`src/rtl/config_adc_clk_unit_if.sv`:
```
// Byte-wide PC command link and ADC capture bus shared between the test host
// and config_adc_clk_unit.
interface config_adc_clk_unit_if;
    logic        pc_cmd_valid;
    logic [7:0]  pc_cmd_data;
    logic        pc_ack;
    logic        config_en;
    logic [31:0] config_data;
    logic [15:0] adc_in;
    logic [15:0] adc_data;
    logic        adc_ready;

    modport master (
        output pc_cmd_valid,
        output pc_cmd_data,
        output adc_in,
        input  pc_ack,
        input  config_en,
        input  config_data,
        input  adc_data,
        input  adc_ready
    );

    modport slave (
        input  pc_cmd_valid,
        input  pc_cmd_data,
        input  adc_in,
        output pc_ack,
        output config_en,
        output config_data,
        output adc_data,
        output adc_ready
    );
endinterface

```
`src/rtl/config_adc_clk_unit.sv`:
```
// Test-system front end: PC frame parser, three even-ratio clock dividers with
// rising-edge counters, and a synchronized ADC sampler clocked off adc_clk.
module config_adc_clk_div #(
    parameter int DIV = 2
) (
    input  logic clk,
    input  logic rst_n,
    output logic div_clk,
    output logic rise
);
    localparam int HALF = DIV / 2;
    localparam int CW   = (HALF > 1) ? $clog2(HALF) : 1;

    logic [CW-1:0] cnt_q;
    logic          wrap;

    assign wrap = (cnt_q == CW'(HALF - 1));
    // The toggle at this edge is a 0->1 transition when the output is still low.
    assign rise = wrap & ~div_clk;

    always_ff @(posedge clk) begin
        if (rst_n) begin
            cnt_q   <= '0;
            div_clk <= 1'b0;
        end else if (wrap) begin
            cnt_q   <= '0;
            div_clk <= ~div_clk;
        end else begin
            cnt_q   <= cnt_q + 1'b1;
        end
    end
endmodule

module config_adc_clk_unit #(
    parameter logic [7:0] HEADER      = 8'hA5,
    parameter int         TIMEOUT     = 1000,
    parameter int         CLK_OUT_DIV = 2,
    parameter int         DUT_DIV     = 4,
    parameter int         ADC_DIV     = 10
) (
    input  logic                        clk,
    input  logic                        rst_n,
    config_adc_clk_unit_if.slave        bus,
    output logic                        clk_out,
    output logic                        dut_clk,
    output logic                        adc_clk,
    output logic [31:0]                 dut_clk_counter,
    output logic [31:0]                 adc_clk_counter
);
    localparam int IW = (TIMEOUT > 1) ? $clog2(TIMEOUT + 1) : 1;

    typedef enum logic [2:0] {
        IDLE,
        D3,
        D2,
        D1,
        D0
    } parse_state_t;

    parse_state_t  state_q, state_d;
    logic [23:0]   shift_q, shift_d;
    logic [IW-1:0] idle_q, idle_d;
    logic [31:0]   cfg_q, cfg_d;
    logic          ack_q, ack_d;
    logic          en_q, en_d;

    always_ff @(posedge clk) begin
        if (rst_n) begin
            state_q <= IDLE;
            shift_q <= '0;
            idle_q  <= '0;
            cfg_q   <= '0;
            ack_q   <= 1'b0;
            en_q    <= 1'b0;
        end else begin
            state_q <= state_d;
            shift_q <= shift_d;
            idle_q  <= idle_d;
            cfg_q   <= cfg_d;
            ack_q   <= ack_d;
            en_q    <= en_d;
        end
    end

    always_comb begin
        state_d = state_q;
        shift_d = shift_q;
        idle_d  = idle_q;
        cfg_d   = cfg_q;
        ack_d   = 1'b0;
        en_d    = 1'b0;
        case (state_q)
            IDLE: begin
                idle_d = '0;
                if (bus.pc_cmd_valid && bus.pc_cmd_data == HEADER) begin
                    state_d = D3;
                    ack_d   = 1'b1;
                end
            end
            default: begin
                // Inside a frame every byte is payload, HEADER included.
                if (bus.pc_cmd_valid) begin
                    ack_d  = 1'b1;
                    idle_d = '0;
                    if (state_q == D0) begin
                        cfg_d   = {shift_q, bus.pc_cmd_data};
                        en_d    = 1'b1;
                        state_d = IDLE;
                    end else begin
                        shift_d = {shift_q[15:0], bus.pc_cmd_data};
                        case (state_q)
                            D3:      state_d = D2;
                            D2:      state_d = D1;
                            default: state_d = D0;
                        endcase
                    end
                end else if (idle_q == IW'(TIMEOUT - 1)) begin
                    // TIMEOUT-th silent cycle: drop the partial frame.
                    state_d = IDLE;
                    idle_d  = '0;
                end else begin
                    idle_d = idle_q + 1'b1;
                end
            end
        endcase
    end

    assign bus.pc_ack      = ack_q;
    assign bus.config_en   = en_q;
    assign bus.config_data = cfg_q;

    logic clk_out_rise;
    logic dut_rise;
    logic adc_rise;

    config_adc_clk_div #(.DIV(CLK_OUT_DIV)) u_div_out (
        .clk     (clk),
        .rst_n   (rst_n),
        .div_clk (clk_out),
        .rise    (clk_out_rise)
    );

    config_adc_clk_div #(.DIV(DUT_DIV)) u_div_dut (
        .clk     (clk),
        .rst_n   (rst_n),
        .div_clk (dut_clk),
        .rise    (dut_rise)
    );

    config_adc_clk_div #(.DIV(ADC_DIV)) u_div_adc (
        .clk     (clk),
        .rst_n   (rst_n),
        .div_clk (adc_clk),
        .rise    (adc_rise)
    );

    always_ff @(posedge clk) begin
        if (rst_n) begin
            dut_clk_counter <= '0;
            adc_clk_counter <= '0;
        end else begin
            if (dut_rise) dut_clk_counter <= dut_clk_counter + 32'd1;
            if (adc_rise) adc_clk_counter <= adc_clk_counter + 32'd1;
        end
    end

    // ---- stage p1/p2: two-flop synchronizer, adc_clk rise flag delayed one edge
    logic [15:0] adc_sync_p1, adc_sync_p2;
    logic        adc_vld_p1;
    logic [15:0] adc_data_q;
    logic        adc_ready_q;

    always_ff @(posedge clk) begin
        if (rst_n) begin
            adc_sync_p1 <= '0;
            adc_sync_p2 <= '0;
            adc_vld_p1  <= 1'b0;
            adc_data_q  <= '0;
            adc_ready_q <= 1'b0;
        end else begin
            adc_sync_p1 <= bus.adc_in;
            adc_sync_p2 <= adc_sync_p1;
            adc_vld_p1  <= adc_rise;
            adc_ready_q <= adc_vld_p1;
            if (adc_vld_p1) adc_data_q <= adc_sync_p2;
        end
    end

    assign bus.adc_data  = adc_data_q;
    assign bus.adc_ready = adc_ready_q;

    logic unused_rise;
    assign unused_rise = clk_out_rise;
endmodule

```
`src/flat_wrapper.sv`:
```
// flat-port wrapper written by rule: the top's interface ports become plain ports
module config_adc_clk_unit_flat 
#(
    parameter logic [7:0] HEADER      = 8'hA5,
    parameter int         TIMEOUT     = 1000,
    parameter int         CLK_OUT_DIV = 2,
    parameter int         DUT_DIV     = 4,
    parameter int         ADC_DIV     = 10
)
  (clk, rst_n, clk_out, dut_clk, adc_clk, dut_clk_counter, adc_clk_counter, bus_pc_cmd_valid, bus_pc_cmd_data, bus_adc_in, bus_pc_ack, bus_config_en, bus_config_data, bus_adc_data, bus_adc_ready);
  config_adc_clk_unit_if bus_i ();
  input  logic clk;
  input  logic rst_n;
  output logic clk_out;
  output logic dut_clk;
  output logic adc_clk;
  output logic [31:0] dut_clk_counter;
  output logic [31:0] adc_clk_counter;
  input wire logic [$bits(bus_i.pc_cmd_valid)-1:0] bus_pc_cmd_valid;
  input wire logic [$bits(bus_i.pc_cmd_data)-1:0] bus_pc_cmd_data;
  input wire logic [$bits(bus_i.adc_in)-1:0] bus_adc_in;
  output wire logic [$bits(bus_i.pc_ack)-1:0] bus_pc_ack;
  output wire logic [$bits(bus_i.config_en)-1:0] bus_config_en;
  output wire logic [$bits(bus_i.config_data)-1:0] bus_config_data;
  output wire logic [$bits(bus_i.adc_data)-1:0] bus_adc_data;
  output wire logic [$bits(bus_i.adc_ready)-1:0] bus_adc_ready;
  assign bus_i.pc_cmd_valid = bus_pc_cmd_valid;
  assign bus_i.pc_cmd_data = bus_pc_cmd_data;
  assign bus_i.adc_in = bus_adc_in;
  assign bus_pc_ack = bus_i.pc_ack;
  assign bus_config_en = bus_i.config_en;
  assign bus_config_data = bus_i.config_data;
  assign bus_adc_data = bus_i.adc_data;
  assign bus_adc_ready = bus_i.adc_ready;
  config_adc_clk_unit #(.HEADER(HEADER), .TIMEOUT(TIMEOUT), .CLK_OUT_DIV(CLK_OUT_DIV), .DUT_DIV(DUT_DIV), .ADC_DIV(ADC_DIV)) u_core (.clk(clk), .rst_n(rst_n), .bus(bus_i), .clk_out(clk_out), .dut_clk(dut_clk), .adc_clk(adc_clk), .dut_clk_counter(dut_clk_counter), .adc_clk_counter(adc_clk_counter));
endmodule
```
`config.mk`:
```
export PLATFORM = sky130hd
export DESIGN_NAME = config_adc_clk_unit_flat
export DESIGN_NICKNAME = d
export VERILOG_FILES = /design/src/rtl/config_adc_clk_unit_if.sv /design/src/rtl/config_adc_clk_unit.sv /design/src/flat_wrapper.sv
export SDC_FILE = /design/constraint.sdc
export NUM_CORES = 1
export LEC_CHECK = 0
export CORE_ASPECT_RATIO = 0.8
export CORE_UTILIZATION = 40
export CTS_CLUSTER_SIZE = 16
export DETAILED_ROUTE_END_ITERATION = 8
export GPL_ROUTABILITY_DRIVEN = 0
export GPL_TIMING_DRIVEN = 0
export PLACE_DENSITY = 0.68
export SLEW_MARGIN = 20
export SYNTH_ARGS = -nofsm -noshare
export SYNTH_HDL_FRONTEND = slang
export SYNTH_HIERARCHICAL = 1
export SYNTH_SLANG_ARGS = --single-unit
```
`constraint.sdc`:
```
create_clock -name clk -period 4.49 [get_ports clk]
set_clock_uncertainty 0.15 [all_clocks]
set_input_delay 0.449 -clock clk [delete_from_list [all_inputs] [get_ports clk]]
set_output_delay 0.449 -clock clk [all_outputs]
set_load 0.02 [all_outputs]
```
==> flow_metrics.tcl, run 1 <==
set metrics [dict create \
    area_growth_pct 31.66 \
    drt-pass1-iter-count 7 \
    gr-total-overflow 0 \
    initial_core_util_pct 41.25 \
    vdd_ir_drop_max_mv 0.2563 \
    cp_num_buf_inv 2 \
    slowest_stage "nor2_1" \
    crit_type "flop to flop" \
    r2r_end "u_core/adc_clk_counter[31]" \
    ctsRootBufferMaster "clkbuf_16" \
    powerDensity_nw_per_um2 351.0 \
    seqCellArea_um2 3864 \
    r2r-start "u_core/u_div_adc/cnt_q[0]" \
    drt_iter0_markers 381 \
    setup.worst_path.start "u_core/u_div_adc/cnt_q[0]" \
    rsz0062_at_grt "no" \
    cap_violations 0 \
    worst_slew_pin_slew_ns 0.6319 \
    fp.dieH_um 122.1 \
    drive_gt1_share_pct 4.928 \
    holdBufCountCts 0 \
    grt_pass1_wl_mm 26.74 \
    drc 14 \
    fin_nets 993 \
    netlist_instances 799 \
    stdcell_count 1199 \
    cp_top_family "simple AND/OR/NAND/NOR gates" \
    finalMaxSlewViolations 0 \
    syn_area_um2 7212 \
    cts_resized 0 \
    dp_slack_ns 1.612 \
    core.rowCount 43 \
    crit_top_cell "nor2_1" \
    setup_slack_ns 1.919 \
    hold_path_end "u_core/adc_sync_p2[14]" \
    cp_data_arrival_time_ns 2.74 \
    setup_violations 0 \
    dp.cells 1167 \
    fin_area_um2 9495 \
    numCtsBuffers 17 \
    crit_cells 10 \
    wl_mm 16.72 \
    worstHoldPathType "flop to flop" \
    multi_input_area_um2 3153 \
    grt_antenna_before_repair 0 \
    postCtsSetupBuffers 0 \
    cp-end-kind "flop" \
    relSlewSlack_pct 57.87 \
    worst_setup_hold_path_clk_slew_ns 0.07 \
    drt-wirelength-per-cell_um 13.94 \
    max_stage_delay_ns 0.38 \
    setup.worst_path.start_class "flop" \
    clock-sinks 193 \
    avgSynthCellArea_um2 9.026 \
    portBuffers 143 \
    violations "design-rule violations" \
    via_per_inst 4.829 \
    clock.fmax_ghz 0.3890 \
    fp.dieW_um 152.1 \
    path_max_fanout 6 \
    layout_min_cycle_time_ns 2.571 \
    route.met3.wl_um 954 \
    cts_tree "done" \
    htreeDepth 4 \
    grt_max_degree 19 \
    hp-start "u_core/adc_sync_p1[14]" \
    synth_fp_nets 831 \
    worst_ep_required_time_ns 4.66 \
    status "complete, but fails checks" \
    top_layer "met4" \
    antenna_cells 0 \
    vias 5790 \
    yosys_warnings 6 \
    met2_wirelength_mm 7.140 \
    r2r_cells 10 \
    die_area_um2 18570 \
    grtUsageTotal_pct 18.30 \
    min_period_over_period_pct 57.25 \
    crit_chain "inv_1 -> ha_1 -> nand2_1 -> nor2_1 -> and4_1 -> buf_2 -> nand4_2 -> nor2_1 -> nand3_1 -> mux2_1" \
    r2r_slack_ns 1.92 \
    cts_buffer_depth 2 \
    placed_cell_area_um2 8925 \
    clkLatencyLatePin_ns 0.43 \
    coreArea_um2 17490 \
    min_path_cells 1 \
    dpl.hpwl_mm 11.94 \
    ant_nets 0 \
    p_leak_nw 3.192 \
    wl_met1_mm 8.473 \
    finalHoldViolations 0 \
    grt_pass1_vias 5144 \
    top_level_ports 145 \
    final_util_pct 54.30 \
    final.setup.tns_ns 0 \
    num-fill-cells 1617 \
]
flip-flops by register name (all words and copies together), names as in the netlist, 3 cells and up:
signal,cells
u_core/idle_q,10
u_core/adc_clk_counter,32
u_core/adc_sync_p2,16
u_core/u_div_adc/cnt_q,3
u_core/state_q,3
u_core/shift_q,24
u_core/bus.adc_data,16
u_core/bus.config_data,32
u_core/dut_clk_counter,32
u_core/adc_sync_p1,16
metrics by stage:
stage               hold slack (ns)  total power, mW
floorplan                    0.2638            1.839
detailed placement           0.2704            1.897
CTS                          0.2768            3.369
global placement             0.2667            1.895
finish                       0.2853            3.332
global route                 0.2830            3.453
area by class of cell:
| type | count | share of cell area, % |
|---|---|---|
| Inverter | 12 | 0.4744 |
| Multi-Input combinational cell | 556 | 33.21 |
| Sequential cell | 193 | 40.69 |
| Clock inverter | 15 | 1.529 |
| Timing Repair Buffer | 143 | 15.07 |
| Clock buffer | 17 | 4.480 |
| Tap cell | 225 | 2.965 |
| Buffer | 38 | 1.581 |
power breakdown:
| part | leakage, nW | switching [mW] | internal (mW) |
|---|---|---|---|
| sequential | 1.56 | 0.0125 | 1.73 |
| combinational | 1.35 | 0.0607 | 0.0502 |
| clock | 0.283 | 0.695 | 0.781 |
worst max-delay path by stage:
stage                                       to  slack, ns
floorplan           u_core/adc_clk_counter[31]       2.29
global route        u_core/adc_clk_counter[31]       1.65
CTS                 u_core/adc_clk_counter[31]       1.86
detailed placement     u_core/bus.adc_data[15]       1.61
global placement          u_core/bus.config_en       1.65
finish              u_core/adc_clk_counter[31]       1.92
layout by cell type, fill, tap and decap left out, types with 7 or more instances in the layout:
master             n
nor2b_1           39
clkdlybuf4s50_1  143
o21ai_0            7
nand3_1           24
nand2_1          135
a21oi_1           66
and4_1            12
or3_1              7
mux2i_1           18
nor3_1            23
xor2_1            20
xnor2_1           44
dfxtp_1          193
clkbuf_16         17
nor2_1           100
nand4_1           13
clkbuf_1          31
inv_1             12
metal layers:
metal	global-route usage [%]	vias to the layer above
met1	26.05	2659
met3	4.909	12
li1	-	2971
met5	0	-
met2	26.93	148
met4	5.421	0
worst reg2reg max path, cell delays in order, from the launching register on:
cell and delay [ns]:
dfxtp_1 0.33, inv_1 0.06, ha_1 0.18, nand2_1 0.10, nor2_1 0.38, and4_1 0.26, buf_2 0.17, nand4_2 0.20
nor2_1 0.20, nand3_1 0.12, mux2_1 0.32
No activity file was read; power rests on OpenSTA's default activity.
==> run 2, diff against run 1 <==
Settings changed: PLACE_DENSITY 0.68 to 0.7.
Clock period 4.49 ns to 2.2 ns, I/O delays scaled along.
==> run 2 against run 1 <==
Against the previous run:
- the flow still finishes with violations (design-rule violations)
- sequential power up 100%
- power rose by 100%
- non-clock buffer count up 6
==> flow_metrics.tcl, run 2 (synthesized netlist as in run 1, its figures left out) <==
set metrics [dict create \
    numCtsBuffers 17 \
    grt_max_degree 17 \
    fp.dieW_um 152.1 \
    crit_top_cell "nor2_4" \
    ant_nets 0 \
    drc 18 \
    dpl.hpwl_mm 11.95 \
    min_path_cells 3 \
    antenna_cells 0 \
    gr-total-overflow 0 \
    r2r_end "u_core/adc_clk_counter[31]" \
    initial_core_util_pct 41.25 \
    clock.fmax_ghz 0.4673 \
    crit_chain "inv_1 -> ha_2 -> nand2_2 -> nor2_4 -> and4_1 -> buf_6 -> nand4_4 -> nor2_4 -> nand3_2 -> mux2_1" \
    worst_slew_pin_slew_ns 0.5949 \
    min_period_over_period_pct 97.28 \
    cts_buffer_depth 2 \
    cp_num_buf_inv 2 \
    via_per_inst 4.885 \
    final.setup.tns_ns 0 \
    p_leak_nw 3.219 \
    final_common_cell "dfxtp_1" \
    clock-sinks 193 \
    cp_data_arrival_time_ns 2.30 \
    violations "design-rule violations" \
    vdd_ir_drop_max_mv 0.5446 \
    path_max_fanout 4 \
    setup.worst_path.start_class "flop" \
    worst_setup_hold_path_clk_slew_ns 0.07 \
    finalHoldViolations 0 \
    portBuffers 143 \
    fp.dieH_um 122.1 \
    wl_mm 16.99 \
    cap_violations 0 \
    drt_iter0_markers 290 \
    cp_top_family "simple AND/OR/NAND/NOR gates" \
    worst_ep_required_time_ns 2.36 \
    drive_gt1_share_pct 6.339 \
    status "complete, but fails checks" \
    r2r-start "u_core/u_div_adc/cnt_q[0]" \
    vias 5877 \
    powerDensity_nw_per_um2 701.5 \
    hold_path_end "u_core/bus.pc_ack" \
    setup_violations 0 \
    r2r_cells 10 \
    hp-start "bus_pc_cmd_valid" \
    worstHoldPathType "input pin to flop" \
    setup.worst_path.start "u_core/u_div_adc/cnt_q[0]" \
    core.rowCount 43 \
    final_cell_mix "dfxtp_1 (193), clkdlybuf4s50_1 (143), nand2_1 (134)" \
    cts_tree "done" \
    top_level_ports 145 \
    drt-wirelength-per-cell_um 14.12 \
    htreeDepth 4 \
    area_growth_pct 32.89 \
    grtUsageTotal_pct 18.46 \
    cp-end-kind "flop" \
    grt_pass1_wl_mm 27.09 \
    r2r_slack_ns 0.06 \
    crit_type "flop to flop" \
    coreArea_um2 17490 \
    ctsRootBufferMaster "clkbuf_16" \
    placed_cell_area_um2 8927 \
    final_util_pct 54.81 \
    relSlewSlack_pct 60.21 \
    grt_antenna_before_repair 0 \
    drt-pass1-iter-count 9 \
    grt_pass1_vias 5263 \
    finalMaxSlewViolations 0 \
    clkLatencyLatePin_ns 0.43 \
    slowest_stage "dfxtp_1" \
    die_area_um2 18570 \
    fin_nets 999 \
    layout_min_cycle_time_ns 2.140 \
    fin_area_um2 9584 \
    max_stage_delay_ns 0.33 \
]
run 2: how the worst max path moves through the flow:
stage	to	cells past startpoint
after floorplan	u_core/adc_clk_counter[31]	10
after detailed placement	u_core/shift_q[20]	4
final	u_core/adc_clk_counter[31]	10
after global routing	u_core/adc_clk_counter[31]	10
after global placement	u_core/shift_q[20]	4
after CTS	u_core/adc_clk_counter[31]	10
run 2: timing repair:
| item | CTS | global route |
|---|---|---|
| gates resized for setup | 6 | 14 |
| hold buffers | 0 | 0 |
| endpoints found under the hold margin | 0 | 0 |
| setup buffers | 1 | 5 |
| endpoints found under the setup margin | 16 | 63 |
| pin swaps | 1 | 2 |
run 2: worst reg2reg max path, cell delays in order (launching register included):
cell and delay [ns]:
dfxtp_1 0.33, inv_1 0.06, ha_2 0.19, nand2_2 0.09, nor2_4 0.12, and4_1 0.20
buf_6 0.12, nand4_4 0.15, nor2_4 0.17, nand3_2 0.12, mux2_1 0.33
run 2: cell type report:
class                      count  area (um2)
buffer                        38       160.2
clock buffer                  20       446.7
clock inverter                10       103.9
fill                        1569        7901
inverter                      12       45.04
multi-input combinational    556        3207
sequential                   193        3864
tap                          225       281.5
timing repair buffer         149        1476
run 2: metrics by stage:
step	hold WS, ns	setup WS, ns	power [mW]	std cells
2_1_floorplan	0.1367	0.08470	3.753	799
3_3_place_gp	0.2672	-0.3912	3.865	1167
3_5_place_dp	0.2720	-0.3916	3.870	1167
4_1_cts	0.02559	0.006293	6.789	1198
5_1_grt	0.06121	-0.03511	6.975	1203
6_report	0.04234	0.05990	6.723	1203
run 2: routing by layer:
metal  GRT usage (%)  share of wire (%)  wire, um  vias up
met2           26.64                 42      7218      135
met3           4.554                5.3       896       19
met5               0                  0         0        -
met4           6.314                1.5       262        0
li1                -                  -         -     2978
met1           26.63                 51      8614     2745
run 2: power breakdown:
group | internal (mW) | total, mW | switching [mW] | leakage, nW
Clock | 1.59 | 2.93 | 1.33 | 0.261
Combinational | 0.107 | 0.232 | 0.124 | 1.40
Sequential | 3.54 | 3.56 | 0.0271 | 1.56
